`config.mk`:
```
export PLATFORM = sky130hd
export DESIGN_NAME = imm_encoder
export DESIGN_NICKNAME = d
export VERILOG_FILES = /design/src/rtl/imm_encoder.sv
export SDC_FILE = /design/constraint.sdc
export NUM_CORES = 1
export LEC_CHECK = 0
export ABC_AREA = 1
export CORE_AREA = 5 5 107 109
export CTS_CLUSTER_DIAMETER = 60
export DETAILED_ROUTE_END_ITERATION = 10
export DIE_AREA = 0 0 112 114
export GPL_TIMING_DRIVEN = 0
export PLACE_DENSITY = 0.74
export SLEW_MARGIN = 40
export SYNTH_ARGS = -nofsm -noshare
export SYNTH_HDL_FRONTEND = slang
export SYNTH_SLANG_ARGS = --single-unit
```
`constraint.sdc`:
```
create_clock -name clk -period 1.9 [get_ports clk]
set_input_delay 0.38 -clock clk [delete_from_list [all_inputs] [get_ports clk]]
set_output_delay 0.38 -clock clk [all_outputs]
set_load 0.005 [all_outputs]
```
`src/rtl/imm_encoder.sv`:
```
// RV32I instruction-word encoder with a 2-entry output FIFO, range/opcode checks and a handoff counter.
// Optional macro IMM_ENC_UTYPE_EN adds LUI/AUIPC encoding.
module imm_encoder #(
  parameter int CNT_W = 16
) (
  input  logic             clk,
  input  logic             rst_n,
  input  logic             in_valid,
  output logic             in_ready,
  input  logic [6:0]       in_opcode,
  input  logic [31:0]      in_imm,
  input  logic [4:0]       in_rd,
  input  logic [4:0]       in_rs1,
  input  logic [4:0]       in_rs2,
  input  logic [2:0]       in_funct3,
  output logic             out_valid,
  input  logic             out_ready,
  output logic [31:0]      out_instr,
  output logic             out_err_range,
  output logic             out_err_opcode,
  output logic [CNT_W-1:0] enc_count
);

  localparam logic [6:0] OP_IALU   = 7'b0010011;
  localparam logic [6:0] OP_LOAD   = 7'b0000011;
  localparam logic [6:0] OP_STORE  = 7'b0100011;
  localparam logic [6:0] OP_BRANCH = 7'b1100011;
  localparam logic [6:0] OP_JAL    = 7'b1101111;
`ifdef IMM_ENC_UTYPE_EN
  localparam logic [6:0] OP_LUI    = 7'b0110111;
  localparam logic [6:0] OP_AUIPC  = 7'b0010111;
`endif

  logic [31:0] enc_instr;
  logic        enc_range;
  logic        enc_opcode;

  logic [31:0] mem_instr [2];
  logic        mem_range [2];
  logic        mem_opcode [2];
  logic        wr_ptr;
  logic        rd_ptr;
  logic [1:0]  count;
  logic        push;
  logic        pop;

  // Sign-extension test: the upper bits must all match the format's top bit.
  function automatic logic not_sext(input logic [31:0] v, input int lo);
    logic all0, all1;
    all0 = 1'b1;
    all1 = 1'b1;
    for (int i = lo; i < 32; i++) begin
      all0 = all0 & ~v[i];
      all1 = all1 & v[i];
    end
    return ~(all0 | all1);
  endfunction

  always_comb begin
    enc_instr  = 32'h0;
    enc_range  = 1'b0;
    enc_opcode = 1'b0;
    case (in_opcode)
      OP_IALU, OP_LOAD: begin
        enc_instr = {in_imm[11:0], in_rs1, in_funct3, in_rd, in_opcode};
        enc_range = not_sext(in_imm, 11);
      end
      OP_STORE: begin
        enc_instr = {in_imm[11:5], in_rs2, in_rs1, in_funct3, in_imm[4:0], in_opcode};
        enc_range = not_sext(in_imm, 11);
      end
      OP_BRANCH: begin
        enc_instr = {in_imm[12], in_imm[10:5], in_rs2, in_rs1, in_funct3,
                     in_imm[4:1], in_imm[11], in_opcode};
        enc_range = not_sext(in_imm, 12) | in_imm[0];
      end
      OP_JAL: begin
        enc_instr = {in_imm[20], in_imm[10:1], in_imm[11], in_imm[19:12], in_rd, in_opcode};
        enc_range = not_sext(in_imm, 20) | in_imm[0];
      end
`ifdef IMM_ENC_UTYPE_EN
      OP_LUI, OP_AUIPC: begin
        enc_instr = {in_imm[31:12], in_rd, in_opcode};
        enc_range = |in_imm[11:0];
      end
`endif
      default: enc_opcode = 1'b1;
    endcase
  end

  assign in_ready  = (count != 2'd2);
  assign out_valid = (count != 2'd0);
  assign push      = in_valid && in_ready;
  assign pop       = out_valid && out_ready;

  always_ff @(posedge clk) begin
    if (!rst_n) begin
      for (int i = 0; i < 2; i++) begin
        mem_instr[i]  <= 32'h0;
        mem_range[i]  <= 1'b0;
        mem_opcode[i] <= 1'b0;
      end
      wr_ptr    <= 1'b0;
      rd_ptr    <= 1'b0;
      count     <= 2'd0;
      enc_count <= '0;
    end else begin
      if (push) begin
        mem_instr[wr_ptr]  <= enc_instr;
        mem_range[wr_ptr]  <= enc_range;
        mem_opcode[wr_ptr] <= enc_opcode;
        wr_ptr             <= ~wr_ptr;
      end
      if (pop) begin
        rd_ptr    <= ~rd_ptr;
        enc_count <= enc_count + 1'b1;
      end
      count <= count + {1'b0, push} - {1'b0, pop};
    end
  end

  // Head entry drives the outputs; an empty buffer presents all zeros.
  assign out_instr      = out_valid ? mem_instr[rd_ptr]  : 32'h0;
  assign out_err_range  = out_valid ? mem_range[rd_ptr]  : 1'b0;
  assign out_err_opcode = out_valid ? mem_opcode[rd_ptr] : 1'b0;

endmodule

```
==> impl_metrics.csv, run 1 <==
group,metric,value,unit
routing,route.detailed.drc,0,
job,max_cap_viol_count,0,
floorplanning,dieHeight,114,um
global_routing,overflow,0,
layout,final_area,6120,um^2
power,total_power,5.41,mW
layout,antennaDiodeCount,0,
critical_path,arrival,1470,ps
critical_path,critPathKind,"reg2out",
placement,placed_area,5810,um^2
global_routing,grt_pass1_vias,4027,
placement,gp_congestion,0.877,
synth,synth_area_leaders,"edfxtp_1 (43%), dfxtp_1 (11%), nand2_1 (11%)",
layout,drive_above_1_share,18.6,%
critical_path,ff2ff_setup_slack,80,ps
cts,path_clk_slew,80,ps
routing,wire_per_inst,14.8,um
layout,area_delta_synth_final,35.6,%
critical_path,critical_path.most_common_cell,"buf_6",
layout,fin_cells,795,
placement,io_buffers,112,
synth,synth_seq_cells,89,
synth,yosysTopAreaCell,"edfxtp_1",
floorplanning,start_util,42.9,%
placement,place_hpwl,8600,um
cts,insertion_delay,360,ps
timing,setup_tns,0,ps
min_path,min_path_type,"reg2reg",
timing,hold_slack,439,ps
floorplanning,dieWidth,112,um
floorplanning,coreArea,10500,um^2
synth,ys.flop_type,"edfxtp_1",
timing,fin_ws,53.9,ps
global_routing,grt_pass1_wl,19300,um
power,ir_drop,0.347,mV
critical_path,cp_cell_sequence,"nor2_4, buf_6, buf_6, a21oi_2, dlygate4sd2_1",
floorplanning,die_area,12800,um^2
cts,htreeDepth,3,
layout,final_cell_mix,"nand2_1 (130), nor2_1 (83), clkdlybuf4s50_1 (77)",
synth,ys_types,34,
timing,tightest_slew,482,ps
timing,period_needed,1850,ps
synth,synth_top_cell_area_share,42.6,%
cts,cts_tree,"yes",
global_routing,antenna_found_initial,0,
critical_path,required,1520,ps
timing,slew_violations,0,
synth,yosys_warnings,0,
power,power_density,884,nW/um^2
critical_path,start_kind,"flip-flop",
power,leakagePower,2.43,nW
routing,vias,4020,
cts,cts.sinks,89,
layout,layout_commonest_cell,"nand2_1",
synth,synth.avg_cell_area,8.69,um^2
routing,avgViaCountPerCell,5.06,
critical_path,cpPeakStageDelay,360,ps
synth,synth_nets,583,
synth,synth_edf_count,64,
critical_path,cp_max_fo,4,
timing,skew,8.24,ps
critical_path,path_buf_inv,3,
timing,period_share,97.2,%
global_routing,busiest_layer,"met2",
global_routing,use_met3,2.92,%
cts,cts.path.max_buffers,2,
routing,drt_iter0_drc,291,
synth,synth_area,4510,um^2
critical_path,end_kind,"output port",
timing,hold_viol_final,0,
timing,slew_headroom,67.8,%
timing,fmax,542,MHz
cts,cts_buffers,9,
status,status,"completed",
floorplanning,pin_count,113,
global_routing,met1_usage,23.6,%
synth,ys_async_sr_fraction,0,%
cts,cts_root_buf,"clkbuf_8",
placement,dp_slack,-696,ps
global_routing,grt_use_total,18.6,%
timing,setup_violations,0,
layout,layout.nets,714,
placement,dpl.cell_count,771,
critical_path,critPathTopFamily,"buffers and inverters",
critical_path,crit_slowest_cell,"dfxtp_4",
routing,wirelength,11800,um
routing,ant_nets,0,
layout,final_core_util,58.2,%
global_routing,use_met2,32.3,%
synth,synthCells,519,
synth,synth_seq_area_share,53.7,%
global_routing,grt_start_max_net_pins,33,
routing,dr.pass1.iters,5,
floorplanning,rows,38,
[layout make-up]
type / count / area [um^2]
Buffer: 17 / 179
Fill cell: 907 / 4390
Sequential cell: 89 / 2430
Clock buffer: 10 / 128
Multi-Input combinational cell: 363 / 1900
Timing Repair Buffer: 122 / 1070
Clock inverter: 6 / 35.0
Tap cell: 140 / 175
Inverter: 48 / 193
[Yosys cell counts (2+ instances only)]
cell and number:
clkbuf_1 12, and2_1 2, ha_1 3, nor2_1 83
nand2_4 2, a22oi_1 16, nor2_4 7, nand4_1 6
xor2_1 2, inv_4 3, nor2_8 4, dfxtp_1 25
nor3b_1 2, nor3_1 3, nor2_2 12, nand3_1 16
edfxtp_1 64, o21ai_0 9, a211oi_1 2, buf_6 4
buf_2 3, inv_2 3, nand2_1 133, nand2_2 3
inv_1 41, a21oi_1 51
[registers in the layout, indices dropped and copies added (netlist names), named ones only]
register    flops
count           2
enc_count      16
mem_instr      64
mem_opcode      2
mem_range       2
rd_ptr          1
wr_ptr          1
[where the power goes]
| group | switching (mW) | internal [mW] | leakage (nW) |
|---|---|---|---|
| combinational | 1.04 | 0.874 | 1.47 |
| sequential | 0.103 | 2.28 | 0.876 |
| clock | 0.652 | 0.466 | 0.0835 |
| total | 1.79 | 3.62 | 2.43 |
[path summary, 6_finish.rpt]
path,startpoint,to,depth (start not counted)
min,rd_ptr,flip-flop,1
max reg2reg,count[1],count[1],9
max,count[1],out_instr[0],5
min reg2reg,rd_ptr,flip-flop,1
[routing by layer]
metal | wire length [um] | vias up
met5 | 0 | -
met4 | 183 | 0
met3 | 664 | 15
met2 | 5940 | 133
met1 | 4970 | 1891
li1 | - | 1981
[cell families after synthesis]
family          after synthesis  share of synthesized area (%)
flops                        89                           53.7
simple gates                274                           27.9
compound gates               83                           10.5
xor+xnor                      3                          0.583
fa+ha+maj                     3                          0.832
buf+inv                      67                           6.49
[what timing repair did]
item	in CTS	in global routing
endpoints found under the setup margin	101	100
buffers inserted	7	3
pin swaps	1	3
gates resized for setup	87	59
hold buffers	0	0
(Power assumes the default switching activity.)
==> run 2: changes to the inputs <==
--- a/config.mk
+++ b/config.mk
@@ -7,12 +7,11 @@
 export LEC_CHECK = 0
 export ABC_AREA = 1
 export CORE_AREA = 5 5 107 109
-export CTS_CLUSTER_DIAMETER = 60
 export DETAILED_ROUTE_END_ITERATION = 10
 export DIE_AREA = 0 0 112 114
 export GPL_TIMING_DRIVEN = 0
 export PLACE_DENSITY = 0.74
-export SLEW_MARGIN = 40
+export SLEW_MARGIN = 25
 export SYNTH_ARGS = -nofsm -noshare
 export SYNTH_HDL_FRONTEND = slang
 export SYNTH_SLANG_ARGS = --single-unit
==> results of run 2 <==
Final layout, timing and power as in run 1 (identical DEF).
